$ cat src/rtl/fft_pkg.sv
// FFT writeback shared types: widths, result-pair bundle, FSM states,
// size-code helpers and address bit reversal.
package fft_pkg;

    localparam int DATA_W = 128;
    localparam int ADDR_W = 8;
    localparam int CNT_W  = ADDR_W + 1;

    typedef struct packed {
        logic [DATA_W-1:0] data1;
        logic [ADDR_W-1:0] addr1;
        logic [DATA_W-1:0] data2;
        logic [ADDR_W-1:0] addr2;
    } wb_pair_t;

    typedef enum logic [1:0] {
        IDLE,
        WR1,
        WR2
    } wb_state_t;

    function automatic logic [2:0] cfg_clamp(input logic [2:0] cfg);
        return (cfg == 3'd7) ? 3'd6 : cfg;
    endfunction

    function automatic logic [CNT_W-1:0] cfg_to_words(input logic [2:0] cfg);
        return CNT_W'(4) << cfg_clamp(cfg);
    endfunction

    function automatic logic [3:0] cfg_to_log2(input logic [2:0] cfg);
        return {1'b0, cfg_clamp(cfg)} + 4'd2;
    endfunction

    function automatic logic [ADDR_W-1:0] bitrev(
        input logic [ADDR_W-1:0] addr,
        input logic [3:0]        log2w
    );
        logic [ADDR_W-1:0] rev;
        for (int i = 0; i < ADDR_W; i++) begin
            rev[i] = addr[ADDR_W-1-i];
        end
        return rev >> (4'(ADDR_W) - log2w);
    endfunction

endpackage

$ cat src/rtl/fft_wb_fifo.sv
// Result-pair FIFO for the FFT writeback path. A flush empties it; a push
// in the flush cycle lands as the first entry of the fresh contents.
module fft_wb_fifo
    import fft_pkg::*;
#(
    parameter int DEPTH = 4
) (
    input  logic     clk,
    input  logic     i_reset,
    input  logic     i_push,
    input  logic     i_pop,
    input  logic     i_flush,
    input  wb_pair_t i_data,
    output wb_pair_t o_head,
    output logic     o_full,
    output logic     o_empty
);

    localparam int PW = $clog2(DEPTH);
    localparam int CW = PW + 1;

    wb_pair_t      mem [DEPTH];
    logic [PW-1:0] wr_ptr;
    logic [PW-1:0] rd_ptr;
    logic [CW-1:0] count;
    logic [PW-1:0] wr_idx;

    assign wr_idx  = i_flush ? '0 : wr_ptr;
    assign o_head  = mem[rd_ptr];
    assign o_full  = (count == CW'(DEPTH));
    assign o_empty = (count == '0);

    // storage write, no reset needed on payload
    always_ff @(posedge clk) begin
        if (i_push) begin
            mem[wr_idx] <= i_data;
        end
    end

    // pointers and occupancy
    always_ff @(posedge clk) begin
        if (i_reset) begin
            wr_ptr <= '0;
            rd_ptr <= '0;
            count  <= '0;
        end else if (i_flush) begin
            rd_ptr <= '0;
            wr_ptr <= i_push ? PW'(1) : '0;
            count  <= i_push ? CW'(1) : '0;
        end else begin
            if (i_push) begin
                wr_ptr <= wr_ptr + PW'(1);
            end
            if (i_pop) begin
                rd_ptr <= rd_ptr + PW'(1);
            end
            count <= count + CW'(i_push) - CW'(i_pop);
        end
    end

endmodule

$ cat src/rtl/fft_writeback.sv
// FFT result writeback: buffers butterfly pairs and drains one word per cycle.
// Optional FFT_WB_BITREV_EN: bit-reversed addresses on the final stage.
module fft_writeback
    import fft_pkg::*;
#(
    parameter int FIFO_DEPTH = 4
) (
    input  logic              clk,
    input  logic              i_reset,
    input  logic [2:0]        i_point_configuration,
    input  logic              i_stage_start,
    input  logic              i_last_stage,
    input  logic              i_valid,
    input  logic [DATA_W-1:0] i_data1,
    input  logic [DATA_W-1:0] i_data2,
    input  logic [ADDR_W-1:0] i_addr1,
    input  logic [ADDR_W-1:0] i_addr2,
    output logic              o_mem_we,
    output logic [ADDR_W-1:0] o_mem_addr,
    output logic [DATA_W-1:0] o_mem_wdata,
    output logic              o_busy,
    output logic              o_stage_done,
    output logic              o_err_overflow,
    output logic              o_err_count
);

    wb_state_t         state_q;
    wb_state_t         state_d;
    wb_pair_t          push_pair;
    wb_pair_t          head;
    logic              full;
    logic              empty;
    logic              push;
    logic              pop;
    logic              ovf;
    logic              we_d;
    logic              done_d;
    logic              armed_q;
    logic              last_q;
    logic [2:0]        cfg_q;
    logic [CNT_W-1:0]  cnt_q;
    logic [CNT_W-1:0]  words;
    logic [ADDR_W-1:0] raw_addr;
    logic [ADDR_W-1:0] wr_addr;
    logic [DATA_W-1:0] raw_data;

    assign push_pair = {i_data1, i_addr1, i_data2, i_addr2};
    // a start flushes first, so a same-cycle pair always fits
    assign push      = i_valid && (i_stage_start || !full);
    assign ovf       = i_valid && full && !i_stage_start;

    fft_wb_fifo #(
        .DEPTH (FIFO_DEPTH)
    ) u_fifo (
        .clk     (clk),
        .i_reset (i_reset),
        .i_push  (push),
        .i_pop   (pop),
        .i_flush (i_stage_start),
        .i_data  (push_pair),
        .o_head  (head),
        .o_full  (full),
        .o_empty (empty)
    );

    // next-state: WR1 writes word 1, WR2 writes word 2 and retires the pair
    always_comb begin
        state_d = state_q;
        pop     = 1'b0;
        unique case (state_q)
            IDLE: if (!empty) state_d = WR1;
            WR1: begin
                state_d = WR2;
                pop     = 1'b1;
            end
            WR2:     state_d = empty ? IDLE : WR1;
            default: state_d = IDLE;
        endcase
        if (i_stage_start) begin
            state_d = IDLE;
            pop     = 1'b0;
        end
    end

    assign we_d     = (state_d != IDLE);
    assign raw_addr = (state_d == WR1) ? head.addr1 : head.addr2;
    assign raw_data = (state_d == WR1) ? head.data1 : head.data2;
    assign words    = cfg_to_words(cfg_q);
    assign done_d   = armed_q && (state_q == WR2) && empty
                    && (cnt_q == words);
    assign o_busy   = !empty || (state_q != IDLE);

`ifdef FFT_WB_BITREV_EN
    assign wr_addr = last_q ? bitrev(raw_addr, cfg_to_log2(cfg_q))
                            : raw_addr;
`else
    logic unused_last;
    assign unused_last = last_q;
    assign wr_addr     = raw_addr;
`endif

    // FSM state register
    always_ff @(posedge clk) begin
        if (i_reset) begin
            state_q <= IDLE;
        end else begin
            state_q <= state_d;
        end
    end

    // registered memory port; address/data hold while idle
    always_ff @(posedge clk) begin
        if (i_reset) begin
            o_mem_we    <= 1'b0;
            o_mem_addr  <= '0;
            o_mem_wdata <= '0;
        end else begin
            o_mem_we <= we_d;
            if (we_d) begin
                o_mem_addr  <= wr_addr;
                o_mem_wdata <= raw_data;
            end
        end
    end

    // completion pulse and sticky error flags
    always_ff @(posedge clk) begin
        if (i_reset) begin
            o_stage_done   <= 1'b0;
            o_err_overflow <= 1'b0;
            o_err_count    <= 1'b0;
        end else begin
            o_stage_done <= done_d;
            if (ovf) begin
                o_err_overflow <= 1'b1;
            end
            if (we_d && (!armed_q || cnt_q >= words)) begin
                o_err_count <= 1'b1;
            end
        end
    end

    // stage arming, size latch and saturating word counter
    always_ff @(posedge clk) begin
        if (i_reset) begin
            armed_q <= 1'b0;
            last_q  <= 1'b0;
            cfg_q   <= '0;
            cnt_q   <= '0;
        end else if (i_stage_start) begin
            armed_q <= 1'b1;
            last_q  <= i_last_stage;
            cfg_q   <= i_point_configuration;
            cnt_q   <= '0;
        end else begin
            if (done_d) begin
                armed_q <= 1'b0;
            end
            if (we_d && armed_q && cnt_q <= words) begin
                cnt_q <= cnt_q + CNT_W'(1);
            end
        end
    end

endmodule

$ cat config.mk
export PLATFORM = sky130hd
export DESIGN_NAME = fft_writeback
export DESIGN_NICKNAME = d
export VERILOG_FILES = /design/src/rtl/fft_pkg.sv /design/src/rtl/fft_wb_fifo.sv /design/src/rtl/fft_writeback.sv
export SDC_FILE = /design/constraint.sdc
export NUM_CORES = 1
export LEC_CHECK = 0
export ABC_CLOCK_PERIOD_IN_PS = 36000
export CAP_MARGIN = 20
export CORE_ASPECT_RATIO = 1.1
export CORE_MARGIN = 10
export CORE_UTILIZATION = 45
export DETAILED_ROUTE_END_ITERATION = 10
export SLEW_MARGIN = 40
export SYNTH_ARGS = -nofsm -noshare
export SYNTH_HDL_FRONTEND = slang
export SYNTH_SLANG_ARGS = --single-unit
$ cat constraint.sdc
create_clock -name clk -period 36 [get_ports clk]
set_input_delay 10.8 -clock clk [delete_from_list [all_inputs] [get_ports clk]]
set_output_delay 10.8 -clock clk [all_outputs]
set_load 0.1 [all_outputs]
**After elaboration in Yosys (flattened, before gate mapping)**

Memories as Yosys holds them, arrays and structs flattened. A register that Yosys moved wholly into a read port is not among the register bits.
Index checks and enable logic that the tools add are counted.

- Register bits: 162
- Memory bits (writable): 1088
- Bits of input ports: 280
- Memories: 1

- Add/sub/neg operators: 5
- Magnitude comparators: 2
- Eq/ne operators: 6
- Shift operators: 1
- Mux-type cells: 21
- Reduce and logical (&&, ||, !) cells: 23

Memories:

| memory | words | bits a word | read ports | clocked after memory_dff | wr ports | RTL line | RTL |
|---|---|---|---|---|---|---|---|
| u_fifo.mem | 4 | 272 | 1 | 1 | 1 | fft_wb_fifo.sv:22 | `wb_pair_t mem [DEPTH];` |

Operators by type and width:

| cell | number |
|---|---|
| two-way mux 128 bit | 1 |
| two-way mux 2 bit | 7 |
| adder 9 x 1 -> 9 bit, second input constant | 1 |
| == test 9 bit | 1 |
| greater-or-equal comparator 9 bit | 1 |
| <= comparator 9 bit | 1 |
| logical AND 1 bit | 9 |
| two-way mux 1 bit | 9 |
| left shift 3 x 3 -> 9 bit, first input constant | 1 |
| two-way mux 8 bit | 1 |
| nonzero test 2 bit | 4 |
| == test 3 bit, second input constant | 2 |
| two-way mux 3 bit | 2 |
| one-hot mux 2 bit (3 select lines) | 1 |
| adder 2 x 1 -> 2 bit, second input constant | 2 |
| == test 2 x 1 -> 1 bit, second input constant | 2 |
| logical NOT 1 bit | 4 |
| adder 3 x 1 -> 3 bit | 1 |
| logical NOT 3 bit | 1 |
| logical OR 1 bit | 3 |
| subtractor 3 x 1 -> 3 bit | 1 |
| == test 2 bit, second input constant | 1 |
| logical NOT 2 bit | 1 |
| OR reduction 2 bit | 1 |

**Longest topological paths before layout**

- Depth in word-level cells: 7
- Depth in mapped cells: 11
- Gate-level depth less buffers: 10

**Hierarchy**

A second synthesis with hierarchy kept.

- Cells, all modules: 2200
- Area total of the unflattened synthesis: 46550.9 sq um

Modules (own cells, without submodules):

| module | instances | cells each | area each (sq um) | sequential area each (sq um) |
|---|---|---|---|---|
| fft_wb_fifo | 1 | 1465 | 39581.7 | 32851.5 |
| fft_writeback | 1 | 735 | 6969.2 | 3103.0 |

**Least setup slack after synthesis**

Ideal clock, no wire load.

- Kind: input-to-reg
- Start: in i_stage_start
- End: mem u_fifo.mem[1][0] in the netlist's numbering (enable)
- Setup time: 1293 ps
- Data arrival time: 30859 ps
- Setup slack: 3848 ps
- Stages: 3
- Buffers on the path: 1
- Cell sequence: clkbuf_1 nand2b_1 nor3b_1

- Cells in the longest elaborated chain, start to end: 4
- Elaborated cells between the ends (all ways): 5

Ends and longest elaborated chain:

| item | RTL line | RTL |
|---|---|---|
| start: declaration | fft_writeback.sv:11 | `input logic i_stage_start,` |
| logical OR 1 bit | fft_writeback.sv:49 | `assign push = i_valid && (i_stage_start \|\| !full);` |
| logical AND 1 bit | fft_writeback.sv:49 |  |
| two-way mux 1 bit | fft_wb_fifo.sv:35 | `if (i_push) begin` |
| two-way mux 1 bit (implied by the code) | fft_wb_fifo.sv:36 | `mem[wr_idx] <= i_data;` |
| end: declaration | fft_wb_fifo.sv:22 |  |

Parallel ways exist; a longest one is shown, timed or not.

**Worst setup path in the final report**

- Start: in i_stage_start
- End: mem u_fifo.mem[1][270] in the netlist's numbering (enable)

Same word-level chain as after synthesis.

==> flow_summary_export.csv <==
group,metric,value,unit
outcome,status,"finished, final reports clean",
die,die_w,323,um
grt,grt_use_total,18.3,%
placement,dpl-instance-area,50700,sq um
worst_setup_path,path_class,"in2reg",
final_layout,utilization,54.4,%
placement,portBuffers,419,
power_and_ir_drop,power_density,59.0,nW/um^2
worst_setup_path,cp_max_fo,67,
route,drt_iter0_drc,1677,
clock_tree,postCtsHoldBufs,0,
synth,synth_edf_count,1088,
route,post-route-drc-count,0,
final_layout,final_nets,2947,
worst_setup_path,cp.arrival,15030,ps
clock_tree,cts_buffers,121,
clock_tree,clock-root-buffer,"clkbuf_16",
synth,synth.cell_area,45600,sq um
synth,yosys.area_share.simple,3.47,%
sta,hold_viol,0,
clock_tree,htreeDepth,3,
sta,fin_hold_ws,466,ps
synth,ys_types,44,
synth,ys_warn_count,0,
worst_setup_path,cpMaxStageDelayCell,"clkdlybuf4s50_1",
final_layout,fillCellCount,7765,
worst_setup_path,cp_common_cell,"buf_4",
grt,grt_antenna_before_repair,39,
clock_tree,cts_tree,"yes",
route,vias,22761,
final_layout,stdcell_area,54800,sq um
sta,worst_slew_pin_slew,852,ps
sta,skew,22.6,ps
clock_tree,clk_latency,700,ps
worst_setup_path,cpLargestDelayFamily,"buffers and inverters",
worst_setup_path,slowest_delay,1020,ps
synth,synth-compound-area-share,2.33,%
grt,grt_pass1_wl,158000,um
placement,gp_congestion,0.716,
die,core.rowCount,122,
sta,rsz0062_at_grt,"no",
placement,place_worst_setup_slack,20570,ps
sta,final_max_slew_viol_count,0,
final_layout,seq_area,36000,sq um
worst_setup_path,cp.required,36310,ps
sta,fin_ws,21280,ps
worst_setup_path,endpoint_kind,"flop",
clock_tree,clkSinkCount,1252,
sta,max_freq,0.0679,GHz
synth,avgSynthCellArea,20.7,sq um
die,ioPinCount,421,
worst_hold_path,hp-class,"reg2reg",
route,first_pass_iters,5,
sta,tns,0,ps
sta,fin_crit_sh,40.9,%
route,post_drt_wl_per_cell,26.0,um
final_layout,final_layout_size_suffix_gt1_share,23.7,%
worst_setup_path,path_buf_inv,4,
clock_tree,cts_max_path_buffers,3,
worst_hold_path,hold_path_depth,2,
sta,setup_viol,0,
sta,period_minus_slack,14720,ps
synth,synth_mux_area_share,13.5,%
worst_setup_path,worstSetupPathDepth,7,
synth,ys_async_sr_fraction,0,%
power_and_ir_drop,peakVddDrop,0.0000394,V
clock_tree,cts_resized,0,
final_layout,multi_input_area,9060,sq um
synth,ys_seq_area_share,78.9,%
power_and_ir_drop,finalPower,3.23,mW
route,antenna_left,0,
placement,dp.final_hpwl,61300,um
worst_setup_path,worstPathCellList,"clkdlybuf4s50_1 > nor4b_1 > nor2b_1 > nor3b_2 > buf_6 > buf_4 > buf_4",
synth,synthAdderAreaFrac,0.346,%
final_layout,final_common_cell,"edfxtp_1",
synth,synth_ff_type,"edfxtp_1",
route,routed_wl,106000,um
synth,syn-num-nets,2493,
power_and_ir_drop,p_leak,17.7,nW
final_layout,mostFrequentLayoutCells,"edfxtp_1 (1088), clkdlybuf4s50_1 (277), mux4_2 (272), nor2_1 (163), dfxtp_1 (162)",
synth,syn_inst,2201,
grt,grt_max_degree,78,
final_layout,final_cell_count_no_fill,4081,
worst_setup_path,start_kind,"primary input",
flow_run,max_cap_viol_count,0,
route,viasPerCell,5.58,
die,start_util,45.3,%
grt,overflow,0,
die,core,101000,sq um
clock_tree,cts.clk_slew.worst_paths,60,ps
placement,dpl.cell_count,3834,
synth,synth_top_family_by_area,"multiplexers",
final_layout,syn_to_final_growth,20.2,%
sta,timing.slew.headroom,43.2,%
worst_setup_path,r2r_cells,6,
clock_tree,cts_setup_buffers,0,
synth,synth_seq_cells,1252,
grt,grt_pass1_vias,24410,
synth,synth_xor_area_share,0.115,%
die,dieArea,114000,sq um
die,dieHeight,354,um
metal layers:
layer / wire length (um) / vias to the layer above / global-route usage, % / share of wire, %
li1: - / 9991 / - / -
met1: 41400 / 11942 / 22.8 / 39
met2: 54200 / 613 / 30.7 / 51
met3: 7600 / 173 / 4.90 / 7.2
met4: 2520 / 42 / 6.18 / 2.4
met5: 264 / - / 0 / 0.25
Yosys cell counts, types with 2 or more instances:
cell | count | area, sq um
nand4_1 | 4 | 25.0
a21oi_1 | 12 | 60.1
inv_1 | 8 | 30.0
clkbuf_1 | 63 | 236
nor2_1 | 164 | 616
nand2b_1 | 2 | 12.5
buf_4 | 5 | 37.5
mux2i_1 | 4 | 40.0
a311oi_1 | 3 | 26.3
nor3_1 | 136 | 681
ha_1 | 11 | 138
o22ai_1 | 133 | 832
nand2_1 | 17 | 63.8
buf_1 | 25 | 93.8
o21a_1 | 2 | 15.0
edfxtp_1 | 1088 | 32700
o21ai_0 | 5 | 25.0
o311ai_0 | 2 | 17.5
mux4_2 | 272 | 6130
or3_1 | 6 | 37.5
a31oi_1 | 2 | 12.5
nand3b_1 | 2 | 15.0
a41o_1 | 2 | 20.0
o41ai_1 | 2 | 17.5
xnor2_1 | 2 | 17.5
nand3_1 | 8 | 40.0
dfxtp_1 | 164 | 3280
nor3b_1 | 3 | 22.5
buf_2 | 36 | 180
xor2_1 | 4 | 35.0
cell type report:
| type | count | area share [%] |
|---|---|---|
| Antenna cell | 18 | 0.0823 |
| Clock buffer | 177 | 6.51 |
| Clock inverter | 52 | 0.864 |
| Inverter | 8 | 0.0548 |
| Multi-Input combinational cell | 812 | 16.5 |
| Sequential cell | 1252 | 65.7 |
| Tap cell | 1302 | 2.97 |
| Timing Repair Buffer | 460 | 7.30 |
worst paths after layout:
kind | startpoint | end | slack, ps
setup / recovery | i_stage_start | u_fifo.mem[1][270] | 21280
hold / removal | o_err_count | o_err_count | 470
setup reg to reg | u_fifo.count[1] | u_fifo.mem[1][270] | 32040
hold reg to reg | o_err_count | o_err_count | 470
cells by family after synthesis:
family	count (synthesis)
AOI/OAI and AO/OA	167
adders and majority gates	12
buffers and inverters	137
muxes	276
xor gates and xnor gates	6
and+or+nand+nor	351
DFF	1252
state kept, by name, indices dropped and copies added, names as in the netlist, named ones only:
signal          flops
o_err_overflow      1
o_mem_addr          8
o_err_count         1
state_q             2
cfg_q               3
armed_q             1
u_fifo.count        3
u_fifo.wr_ptr       2
cnt_q               9
u_fifo.mem       1088
o_mem_wdata       128
o_stage_done        1
o_mem_we            1
u_fifo.rd_ptr       2
worst register-to-register path, cell delays in order (launching register included):
cell	delay, ps
dfxtp_1	440
nor4b_1	120
nor2b_1	450
nor3b_2	290
buf_6	610
buf_4	810
buf_4	780
power breakdown:
part	total (mW)	internal [mW]	switching, mW
sequential	1.65	1.63	0.0201
combinational	0.316	0.0841	0.232
clock	1.26	0.741	0.524
total	3.23	2.46	0.776
Note: power is estimated with default switching activity, not from simulation.
